<file path="config.mk">
export PLATFORM = sky130hd
export DESIGN_NAME = dual_dac_play_sched_flat
export DESIGN_NICKNAME = d
export VERILOG_FILES = /design/src/rtl/dual_dac_play_sched_if.sv /design/src/rtl/dual_dac_play_sched.sv /design/src/flat_wrapper.sv
export SDC_FILE = /design/constraint.sdc
export NUM_CORES = 1
export LEC_CHECK = 0
export CORE_MARGIN = 1.5
export CORE_UTILIZATION = 43
export CTS_CLUSTER_DIAMETER = 80
export DETAILED_ROUTE_END_ITERATION = 8
export DONT_BUFFER_PORTS = 1
export GPL_TIMING_DRIVEN = 1
export PLACE_DENSITY_LB_ADDON = 0.1
export SLEW_MARGIN = 0
export SYNTH_ARGS = -nofsm -noshare
export SYNTH_HDL_FRONTEND = slang
export SYNTH_SLANG_ARGS = --single-unit
</file>
<file path="constraint.sdc">
create_clock -name clk -period 1.9 [get_ports clk]
set_clock_uncertainty 0.15 [all_clocks]
set_input_delay 0.285 -clock clk [delete_from_list [all_inputs] [get_ports clk]]
set_output_delay 0.285 -clock clk [all_outputs]
set_load 0.05 [all_outputs]
</file>
<file path="src/rtl/dual_dac_play_sched_if.sv">
// FIFO read-side bundle for both playback channels (A and B).
// master = scheduler (drives read enables), slave = FIFO side.
interface dual_dac_play_sched_if #(
  parameter int unsigned CNT_W = 13
);
  logic [CNT_W-1:0] rd_count_a;
  logic [CNT_W-1:0] rd_count_b;
  logic             empty_a;
  logic             empty_b;
  logic [7:0]       dout_a;
  logic [7:0]       dout_b;
  logic             rd_en_a;
  logic             rd_en_b;

  modport master (
    input  rd_count_a, rd_count_b, empty_a, empty_b, dout_a, dout_b,
    output rd_en_a, rd_en_b
  );

  modport slave (
    output rd_count_a, rd_count_b, empty_a, empty_b, dout_a, dout_b,
    input  rd_en_a, rd_en_b
  );
endinterface

</file>
<file path="src/rtl/dual_dac_play_sched.sv">
// Dual-channel DAC playback scheduler: prefill start, one read per clock, hold on underrun.
// Optional PLAY_UNDERRUN_CNT_EN compiles in 16-bit saturating underrun counters.
module dual_dac_play_sched #(
  parameter int unsigned CNT_W      = 13,
  parameter int unsigned START_LVL  = 4096,
  parameter int unsigned RESUME_LVL = 256,
  parameter int unsigned HOLD_MAX   = 2048,
  parameter logic [9:0]  IDLE_CODE  = 10'd512
) (
  input  logic                         clk,
  input  logic                         rst,
  input  logic [1:0]                   play_en,
  input  logic                         sync_start,
  dual_dac_play_sched_if.master        fifo,
  output logic [9:0]                   da_data_a,
  output logic [9:0]                   da_data_b,
  output logic [1:0]                   playing,
  output logic [15:0]                  underrun_cnt_a,
  output logic [15:0]                  underrun_cnt_b
);

  localparam int unsigned      HoldW     = $clog2(HOLD_MAX);
  localparam logic [CNT_W-1:0] StartLvl  = CNT_W'(START_LVL);
  localparam logic [CNT_W-1:0] ResumeLvl = CNT_W'(RESUME_LVL);
  localparam logic [HoldW-1:0] HoldLast  = HoldW'(HOLD_MAX - 1);

  typedef enum logic [1:0] {StIdle, StPlay, StHold} state_e;

  state_e           state_q [2];
  state_e           state_d [2];
  logic [HoldW-1:0] hold_q  [2];
  logic [CNT_W-1:0] cnt     [2];
  logic [7:0]       dout    [2];
  logic [9:0]       da_q    [2];
  logic [9:0]       da_d    [2];
  logic [1:0]       empty;
  logic [1:0]       rd_en;
  logic [1:0]       vld_q;
  logic [1:0]       playing_q;
  logic             sync_ok;

  assign cnt[0]       = fifo.rd_count_a;
  assign cnt[1]       = fifo.rd_count_b;
  assign empty        = {fifo.empty_b, fifo.empty_a};
  assign dout[0]      = fifo.dout_a;
  assign dout[1]      = fifo.dout_b;
  assign fifo.rd_en_a = rd_en[0];
  assign fifo.rd_en_b = rd_en[1];
  assign da_data_a    = da_q[0];
  assign da_data_b    = da_q[1];
  assign playing      = playing_q;

  always_ff @(posedge clk) begin
    for (int ch = 0; ch < 2; ch++) begin
      if (rst) state_q[ch] <= StIdle;
      else     state_q[ch] <= state_d[ch];
    end
  end

  always_comb begin
    sync_ok = (play_en == 2'b11) && (cnt[0] >= StartLvl) && (cnt[1] >= StartLvl);
    for (int ch = 0; ch < 2; ch++) begin
      state_d[ch] = state_q[ch];
      unique case (state_q[ch])
        StIdle: begin
          if (sync_start ? sync_ok : (cnt[ch] >= StartLvl)) state_d[ch] = StPlay;
        end
        StPlay: begin
          if (empty[ch]) state_d[ch] = StHold;
        end
        StHold: begin
          // Resume wins over timeout when both fire together.
          if (cnt[ch] >= ResumeLvl)      state_d[ch] = StPlay;
          else if (hold_q[ch] == HoldLast) state_d[ch] = StIdle;
        end
        default: state_d[ch] = StIdle;
      endcase
      if (!play_en[ch]) state_d[ch] = StIdle;
    end
  end

  // Read straight from state and empty so an empty FIFO is never read.
  always_comb begin
    rd_en = 2'b00;
    for (int ch = 0; ch < 2; ch++) begin
      rd_en[ch] = play_en[ch] && (state_q[ch] == StPlay) && !empty[ch];
    end
  end

  always_comb begin
    for (int ch = 0; ch < 2; ch++) begin
      da_d[ch] = da_q[ch];
      if (state_d[ch] == StIdle) da_d[ch] = IDLE_CODE;
      else if (vld_q[ch])        da_d[ch] = {dout[ch], 2'b00};
    end
  end

  always_ff @(posedge clk) begin
    if (rst) begin
      vld_q     <= 2'b00;
      playing_q <= 2'b00;
      for (int ch = 0; ch < 2; ch++) begin
        hold_q[ch] <= '0;
        da_q[ch]   <= IDLE_CODE;
      end
    end else begin
      vld_q <= rd_en;
      for (int ch = 0; ch < 2; ch++) begin
        hold_q[ch]    <= (state_q[ch] == StHold) ? hold_q[ch] + 1'b1 : '0;
        da_q[ch]      <= da_d[ch];
        playing_q[ch] <= (state_d[ch] != StIdle);
      end
    end
  end

`ifdef PLAY_UNDERRUN_CNT_EN
  logic [15:0] urun_q [2];

  always_ff @(posedge clk) begin
    for (int ch = 0; ch < 2; ch++) begin
      if (rst) begin
        urun_q[ch] <= '0;
      end else if ((state_q[ch] == StPlay) && (state_d[ch] == StHold) &&
                   (urun_q[ch] != 16'hFFFF)) begin
        urun_q[ch] <= urun_q[ch] + 16'd1;
      end
    end
  end

  assign underrun_cnt_a = urun_q[0];
  assign underrun_cnt_b = urun_q[1];
`else
  assign underrun_cnt_a = 16'd0;
  assign underrun_cnt_b = 16'd0;
`endif

endmodule

</file>
<file path="src/flat_wrapper.sv">
// flat-port wrapper written by rule: the top's interface ports become plain ports
module dual_dac_play_sched_flat 
#(
  parameter int unsigned CNT_W      = 13,
  parameter int unsigned START_LVL  = 4096,
  parameter int unsigned RESUME_LVL = 256,
  parameter int unsigned HOLD_MAX   = 2048,
  parameter logic [9:0]  IDLE_CODE  = 10'd512
)
  (clk, rst, play_en, sync_start, da_data_a, da_data_b, playing, underrun_cnt_a, underrun_cnt_b, fifo_rd_count_a, fifo_rd_count_b, fifo_empty_a, fifo_empty_b, fifo_dout_a, fifo_dout_b, fifo_rd_en_a, fifo_rd_en_b);
  dual_dac_play_sched_if #(.CNT_W(CNT_W)) fifo_i ();
  input  logic clk;
  input  logic rst;
  input  logic [1:0] play_en;
  input  logic sync_start;
  output logic [9:0] da_data_a;
  output logic [9:0] da_data_b;
  output logic [1:0] playing;
  output logic [15:0] underrun_cnt_a;
  output logic [15:0] underrun_cnt_b;
  input wire logic [$bits(fifo_i.rd_count_a)-1:0] fifo_rd_count_a;
  input wire logic [$bits(fifo_i.rd_count_b)-1:0] fifo_rd_count_b;
  input wire logic [$bits(fifo_i.empty_a)-1:0] fifo_empty_a;
  input wire logic [$bits(fifo_i.empty_b)-1:0] fifo_empty_b;
  input wire logic [$bits(fifo_i.dout_a)-1:0] fifo_dout_a;
  input wire logic [$bits(fifo_i.dout_b)-1:0] fifo_dout_b;
  output wire logic [$bits(fifo_i.rd_en_a)-1:0] fifo_rd_en_a;
  output wire logic [$bits(fifo_i.rd_en_b)-1:0] fifo_rd_en_b;
  assign fifo_i.rd_count_a = fifo_rd_count_a;
  assign fifo_i.rd_count_b = fifo_rd_count_b;
  assign fifo_i.empty_a = fifo_empty_a;
  assign fifo_i.empty_b = fifo_empty_b;
  assign fifo_i.dout_a = fifo_dout_a;
  assign fifo_i.dout_b = fifo_dout_b;
  assign fifo_rd_en_a = fifo_i.rd_en_a;
  assign fifo_rd_en_b = fifo_i.rd_en_b;
  dual_dac_play_sched #(.CNT_W(CNT_W), .START_LVL(START_LVL), .RESUME_LVL(RESUME_LVL), .HOLD_MAX(HOLD_MAX), .IDLE_CODE(IDLE_CODE)) u_core (.clk(clk), .rst(rst), .play_en(play_en), .sync_start(sync_start), .fifo(fifo_i), .da_data_a(da_data_a), .da_data_b(da_data_b), .playing(playing), .underrun_cnt_a(underrun_cnt_a), .underrun_cnt_b(underrun_cnt_b));
endmodule
</file>
# [After elaboration in Yosys (flattened, before gate mapping)]
# Memory sizes are Yosys's and may differ from the RTL's.
# Cells that the tools add are included.
[totals] reg_bits=4 ram_bits=46 inputBits=49 output_inout_bits=56 memories=3
[mem_list] memory="u_core.hold_q" words=2 word_bits=11 rd=2 rd_clocked_by_memory_dff=0 wr=2 line="dual_dac_play_sched.sv:31" source="logic [HoldW-1:0] hold_q [2];"
[mem_list] memory="u_core.da_q" words=2 word_bits=10 rd=2 rd_clocked_by_memory_dff=0 wr=2 line="dual_dac_play_sched.sv:34" source="logic [9:0] da_q [2];"
[mem_list] memory="u_core.state_q" words=2 word_bits=2 rd=2 rd_clocked_by_memory_dff=0 wr=2 line="dual_dac_play_sched.sv:29" source="state_e state_q [2];"
[classes] n_addsub=2 magnitude_cmp=4 eq_ne=7 muxes=29 bitwise_logic=6 reduce_logical=14
[ops] operator="$mux 10" n=6
[ops] operator="$mux 11" n=4
[ops] operator="$ge 13x13->1 const B" n=2
[ops] operator="$ge 13x9->1 const B" n=2
[ops] operator="$mux 2" n=12
[ops] operator="$add 11x1->11 const B" n=2
[ops] operator="$eq 11x11->1 const B" n=2
[ops] operator="$pmux 2 s3" n=2
[ops] operator="$logic_not 2->1" n=4
[ops] operator="$eq 2x2->1 const B" n=3
[ops] operator="$logic_and 1x1->1" n=6
[ops] operator="$or 1x1->1" n=6
[ops] operator="$mux 1" n=5
[ops] operator="$eq 2x1->1 const B" n=2
[ops] operator="$reduce_bool 2->1" n=2
[ops] operator="$logic_not 1->1" n=2

# [Logic depth before layout (Yosys ltp)]
# Gate-level depths: netlist of the first run.
[logic_depth] ltp_word=10 depth_mapped=5 mapped_depth_nobuf=5

# [Worst setup path after synthesis of the first run]
# No wires, ideal clock.
[synth_timing] kind="register to register" startpoint="memory u_core.hold_q[0][11] in the netlist's numbering" endpoint="memory u_core.da_q[1][2], in the netlist u_core.da_q[0][12]" setup_ns=0.140 arrival_ns=1.315 required_ns=1.610 slack_ns=0.295 path_stages_with_launch=6 period_less_slack_ns=1.605 path_cell_list="dfxtp_1 ha_1 nand3_4 nor4_4 a2bb2oi_4 a211oi_1"
[synth_lines] element="from (decl)" line="dual_dac_play_sched.sv:31"
[synth_lines] element="to (decl)" line="dual_dac_play_sched.sv:34"

==> results.ini, run 1 <==
[status]
outcome = finished, final reports clean

[synthesis]
avgSynthCellArea_um2 = 9.689
synth-edff-count = 0
synthArstFlopShare = 0
ys_top_cells_by_area = dfxtp_1 (41%), buf_4 (12%), mux2i_1 (6.2%)
synthFlopType = dfxtp_1
synth.distinct_cells = 37
synth_top_area_cell = dfxtp_1
synth_cells = 234
ys_warn_count = 0
synth_seq_cells = 46
synth.top_cell.area_share = 0.4062
seq_area_frac_synth = 0.4062
syn_area_um2 = 2267

[cells_and_area]
multiInputGateArea_um2 = 1167
drive_above_1_share = 0.1125
regArea_um2 = 920.9
nFillCells = 520
antenna_cells = 0
layout.nets = 292
fin_area_um2 = 2336
syn_to_final_growth_pct = 3.035

[drt]
first_pass_iters = 4
drc = 0
routed_via_density = 4.852
first_iter_violations = 46
ant_nets = 0
wl_per_cell_um = 11.90
routed_wl_mm = 3.689
vias = 1504

[floorplan]
dieArea_um2 = 5717
die_w_um = 75.61
pin_count = 105
core-area_um2 = 5107
start_util = 0.4439
die_y_um = 75.61
fp-row-count = 26

[grt]
antenna_found_initial = 0
grt_pass1_vias = 1365
grtUsageTotal = 0.1406
grt_pass1_wl_mm = 6.106
grt_max_degree = 13
grt.overflow.total = 0

[clock_tree]
numCtsBuffers = 5
clk-insertion-delay-late_ps = 280
clkSinkCount = 46
clkSlewWorstSetupHoldPaths_ps = 80
cts_tree = yes
h-tree-depth = 2
post_cts_buffers = 0
root_buffer = clkbuf_8
cts_buffer_depth = 2

[setup_path]
critPathMaxFanout = 6
r2r-end = u_core.da_q[0][17]
crit_type = flip-flop to output port
critPathCaptureType = output port
worstPathRequired_ps = 1460
critPathArrivalTime_ps = 1350
ff2ff_setup_slack_ps = 160
startpoint_type = flip-flop
reg2reg_from = u_core.hold_q[0][11]
reg2reg_depth = 5

[hold_path]
worstHoldPathType = input pin to flip-flop
hp-start = fifo_empty_a
holdPathEnd = u_core.state_q[0][1]
min_path_cells = 2

[sta]
min_period_over_period = 0.9376
max-slew-margin-rel = 0.6566
clock.fmax_ghz = 0.5613
finalSetupTns_ps = 0
slew_violations = 0
fin_crit_ps = 1781
setup_violations = 0
tightest_slew_ps = 514.4
rsz0062_at_grt = no
hold_violations = 0

[power_and_ir_drop]
p_leak_uw = 0.0008074
vdd_drop_max_mv = 0.3607
cellPowerDensity_nw_per_um2 = 756.2

[run]
max-cap-violations = 0

[placement]
port_buffers = 0
placed_area_um2 = 2238
place.detailed.hpwl_mm = 2.681
gp_congestion = 0.7111

worst max-delay path, cell delays in order (launching register included):
cell and delay, ps:
dfxtp_1 410, nor2b_1 260, and3b_1 190, buf_4 200
synthesized netlist by cell type (all sizes together), types with 3 or more instances:
| master | number |
|---|---|
| xor2 | 7 |
| xnor2 | 8 |
| nor3 | 6 |
| nor2 | 25 |
| a211o | 4 |
| clkbuf | 4 |
| inv | 6 |
| buf | 38 |
| nand4 | 5 |
| nor2b | 4 |
| mux2i | 14 |
| a211oi | 14 |
| nand2 | 7 |
| o21ai | 5 |
| dfxtp | 46 |
| a21oi | 5 |
| nand3 | 9 |
| nor4 | 3 |
cell families after synthesis:
group           after synthesis  share of synthesized area
mux                          16                    0.07174
simple gates                 74                     0.1943
other cells                   1                   0.001654
fa+ha+maj                     2                    0.01104
compound gates               32                     0.1181
buf+inv                      48                     0.1391
xor+xnor                     15                    0.05795
flops                        46                     0.4062
worst max-delay path by stage:
stage	startpoint	endpoint	slack, ps	cells past startpoint
3_3_place_gp	u_core.hold_q[0][1]	u_core.da_q[0][6]	150	5
4_1_cts	u_core.state_q[0][0]	fifo_rd_en_a	90	3
2_1_floorplan	u_core.hold_q[0][11]	u_core.da_q[0][12]	300	5
3_5_place_dp	u_core.hold_q[0][1]	u_core.da_q[0][2]	150	5
6_report	u_core.state_q[1][0]	fifo_rd_en_b	120	3
5_1_grt	u_core.hold_q[0][11]	u_core.da_q[0][14]	7	5
final cells by class:
type                    count  share of cell area
inverters                   6            0.009641
multi-input cells         175              0.4997
repair buffers              7             0.02357
flip-flops and latches     46              0.3942
well taps                  70             0.03749
clock buffers               6             0.03535
timing repair:
item                                   CTS  global route
resized for setup                        0             2
hold buffers                             1             0
endpoints found under the hold margin    2             0
setup endpoints to repair                0             2
power by group:
part,total (uW),switching (uW),internal (uW),leakage (uW)
clock network,572,291,281,0.0000431
logic,213,192,21.1,0.000393
registers,981,13.0,968,0.000371
total,1770,497,1270,0.000807
cells in the final DEF, fill, tap and decap left out, types with 3 or more instances in the layout:
cell      instances
dfxtp_1          46
nand3_1           7
conb_1           36
xor2_1            7
nand2_1           6
nand4_1           5
nor2b_1           3
nor2_1           25
o21ai_0           5
a21oi_1           5
clkbuf_8          6
buf_4             6
mux2i_1          14
nor3_1            6
a211oi_1         14
a211o_1           4
inv_1             6
xnor2_1           8
metal layers:
metal | part of all wire | GRT usage | vias up
li1 | - | - | 760
met1 | 0.47 | 0.1806 | 678
met2 | 0.45 | 0.2115 | 64
met3 | 0.071 | 0.05820 | 2
met4 | 0.0079 | 0.05357 | 0
met5 | 0 | 0 | -
state kept, by name, summed over array words and instances, names as in the netlist:
| signal | flops |
|---|---|
| u_core.da_q | 16 |
| u_core.state_q | 4 |
| u_core.vld_q | 2 |
| u_core.playing | 2 |
| u_core.hold_q | 22 |
per-stage QoR:
step | power [uW] | hold WS (ps) | cells | util | worst slack [ps]
floorplan | 1260 | 206.6 | 269 | - | 295.5
global placement | 1215 | 208.5 | 303 | 0.4383 | 154.5
detailed placement | 1214 | 209.7 | 303 | 0.4383 | 147.2
CTS | 1805 | 45.06 | 310 | 0.4564 | 92.19
global route | 1850 | 48.08 | 310 | 0.4574 | 7.313
finish | 1767 | 64.64 | 310 | 0.4574 | 118.6
Note: power is estimated with default switching activity, not from simulation.
==> inputs of run 2 (changes only) <==
- MAX_ROUTING_LAYER: not set -> met4
==> run 2 against run 1 <==
Non-clock buffer count did not move. Fmax is the same. Final area unchanged. Cell count is the same. Core utilization is the same. Critical endpoint unchanged.
==> results.ini, run 2 (synthesis gave the netlist of run 1 again) <==
[clock_tree]
post_cts_buffers = 0  ; unchanged
clkSinkCount = 46  ; unchanged
root_buffer = clkbuf_8
numCtsBuffers = 5  ; unchanged
clkSlewWorstSetupHoldPaths_ps = 80  ; about the same
cts_buffer_depth = 2  ; unchanged
h-tree-depth = 2  ; unchanged
cts_tree = yes
clk-insertion-delay-late_ps = 280  ; about the same

[grt]
grt_pass1_vias = 1361  ; -0.29%
antenna_found_initial = 0  ; unchanged
grt.overflow.total = 0  ; unchanged
grtUsageTotal = 0.1450  ; +0.004335
grt_pass1_wl_mm = 6.106  ; unchanged
grt_max_degree = 13  ; unchanged

[sta]
setup_violations = 0  ; unchanged
hold_violations = 0  ; unchanged
fin_crit_ps = 1781  ; unchanged
clock.fmax_ghz = 0.5613  ; unchanged
tightest_slew_ps = 514.4  ; unchanged
rsz0062_at_grt = no
max-slew-margin-rel = 0.6566  ; unchanged
slew_violations = 0  ; unchanged
finalSetupTns_ps = 0  ; unchanged
min_period_over_period = 0.9376  ; unchanged
setup_slack_ps = 118.6  ; unchanged

[placement]
placed_area_um2 = 2238  ; unchanged
post-place-ws_ps = 147.2  ; unchanged
dp_cells = 303  ; unchanged
port_buffers = 0  ; unchanged
gp_congestion = 0.7192  ; +1.1%
place.detailed.hpwl_mm = 2.681  ; unchanged

[setup_path]
critPathMaxFanout = 6  ; unchanged
startpoint_type = flip-flop
critPathCaptureType = output port
critPathLaunch = u_core.state_q[1][0]
crit_type = flip-flop to output port
critPathArrivalTime_ps = 1350  ; about the same
reg2reg_depth = 5  ; unchanged
reg2reg_from = u_core.hold_q[0][11]
worstPathRequired_ps = 1460  ; about the same
ff2ff_setup_slack_ps = 160  ; about the same
r2r-end = u_core.da_q[0][17]
cp-endpoint = fifo_rd_en_b

[drt]
drc = 0  ; unchanged
routed_wl_mm = 3.689  ; unchanged
routed_via_density = 4.852  ; unchanged
first_iter_violations = 47  ; +2.2%
vias = 1504  ; unchanged
ant_nets = 0  ; unchanged
first_pass_iters = 4  ; unchanged
wl_per_cell_um = 11.90  ; unchanged

[cells_and_area]
final_cell_mix = dfxtp_1 (46), conb_1 (36), nor2_1 (25)
drive_above_1_share = 0.1125  ; unchanged
largest_reg_flops = 22  ; unchanged
layout_commonest_cell = dfxtp_1
fin_area_um2 = 2336  ; unchanged
antenna_cells = 0  ; unchanged
reg_top3 = u_core.hold_q: 22 flops, u_core.da_q: 16 flops, u_core.state_q: 4 flops
layout.cells.non_filler = 310  ; unchanged
top_register = u_core.hold_q
layout.nets = 292  ; unchanged
syn_to_final_growth_pct = 3.035  ; unchanged

[floorplan]
fp-row-count = 26  ; unchanged
die_w_um = 75.61  ; unchanged
dieArea_um2 = 5717  ; unchanged
pin_count = 105  ; unchanged
start_util = 0.4439  ; unchanged
die_y_um = 75.61  ; unchanged
core-area_um2 = 5107  ; unchanged

[power_and_ir_drop]
cellPowerDensity_nw_per_um2 = 756.2  ; unchanged
p_leak_uw = 0.0008074  ; unchanged
vdd_drop_max_mv = 0.3607  ; unchanged

[hold_path]
min_path_cells = 2  ; unchanged
worstHoldPathType = input pin to flip-flop
hp-start = fifo_empty_a

[status]
outcome = finished, final reports clean

[run]
max-cap-violations = 0  ; unchanged

[run 2: repair_timing]
item,4_1_cts,5_1_grt
setup endpoints to repair,0,2
hold buffers,1,0
hold endpoints to repair,2,0
resized for setup,0,2
[run 2: final cells by class]
| type | instances | area [um2] |
|---|---|---|
| Fill cell | 520 | 2771 |
| Multi-Input combinational cell | 175 | 1167 |
| Sequential cell | 46 | 920.9 |
| Tap cell | 70 | 87.58 |
| Clock buffer | 6 | 82.58 |
| Timing Repair Buffer | 7 | 55.05 |
| Inverter | 6 | 22.52 |
[run 2: per-layer routing]
metal  wire length [um]  up-vias  share of wire  GRT usage
met3                263        2          0.071    0.05159
met4                 29        0         0.0079    0.05357
met1               1742      678           0.47     0.1847
li1                   -      760              -          -
met5                  0        -              0          -
met2               1654       64           0.45     0.2115
[run 2: worst min path at each step]
stage / endpoint / slack, ps
2_1_floorplan: u_core.vld_q[0] / 210
3_3_place_gp: u_core.vld_q[1] / 210
3_5_place_dp: u_core.vld_q[1] / 210
4_1_cts: u_core.da_q[0][7] / 50
5_1_grt: u_core.state_q[0][1] / 50
6_report: u_core.state_q[0][1] / 60
[run 2: critical path, stage by stage (launching register included)]
cell and delay (ps):
dfxtp_1 410, nor2b_1 260, and3b_1 190, buf_4 200
[run 2: power breakdown]
group	leakage [uW]	total, uW	internal (uW)	switching, uW
combinational	0.000393	213	21.1	192
sequential	0.000371	981	968	13.0
clock	0.0000431	572	281	291
total	0.000807	1770	1270	497
[run 2: through the flow]
step	hold slack, ps	util	total power, uW
CTS	45.06	0.4564	1805
detailed placement	209.7	0.4383	1214
global placement	208.5	0.4383	1215
floorplan	206.6	-	1260
global route	48.11	0.4574	1850
finish	64.64	0.4574	1767
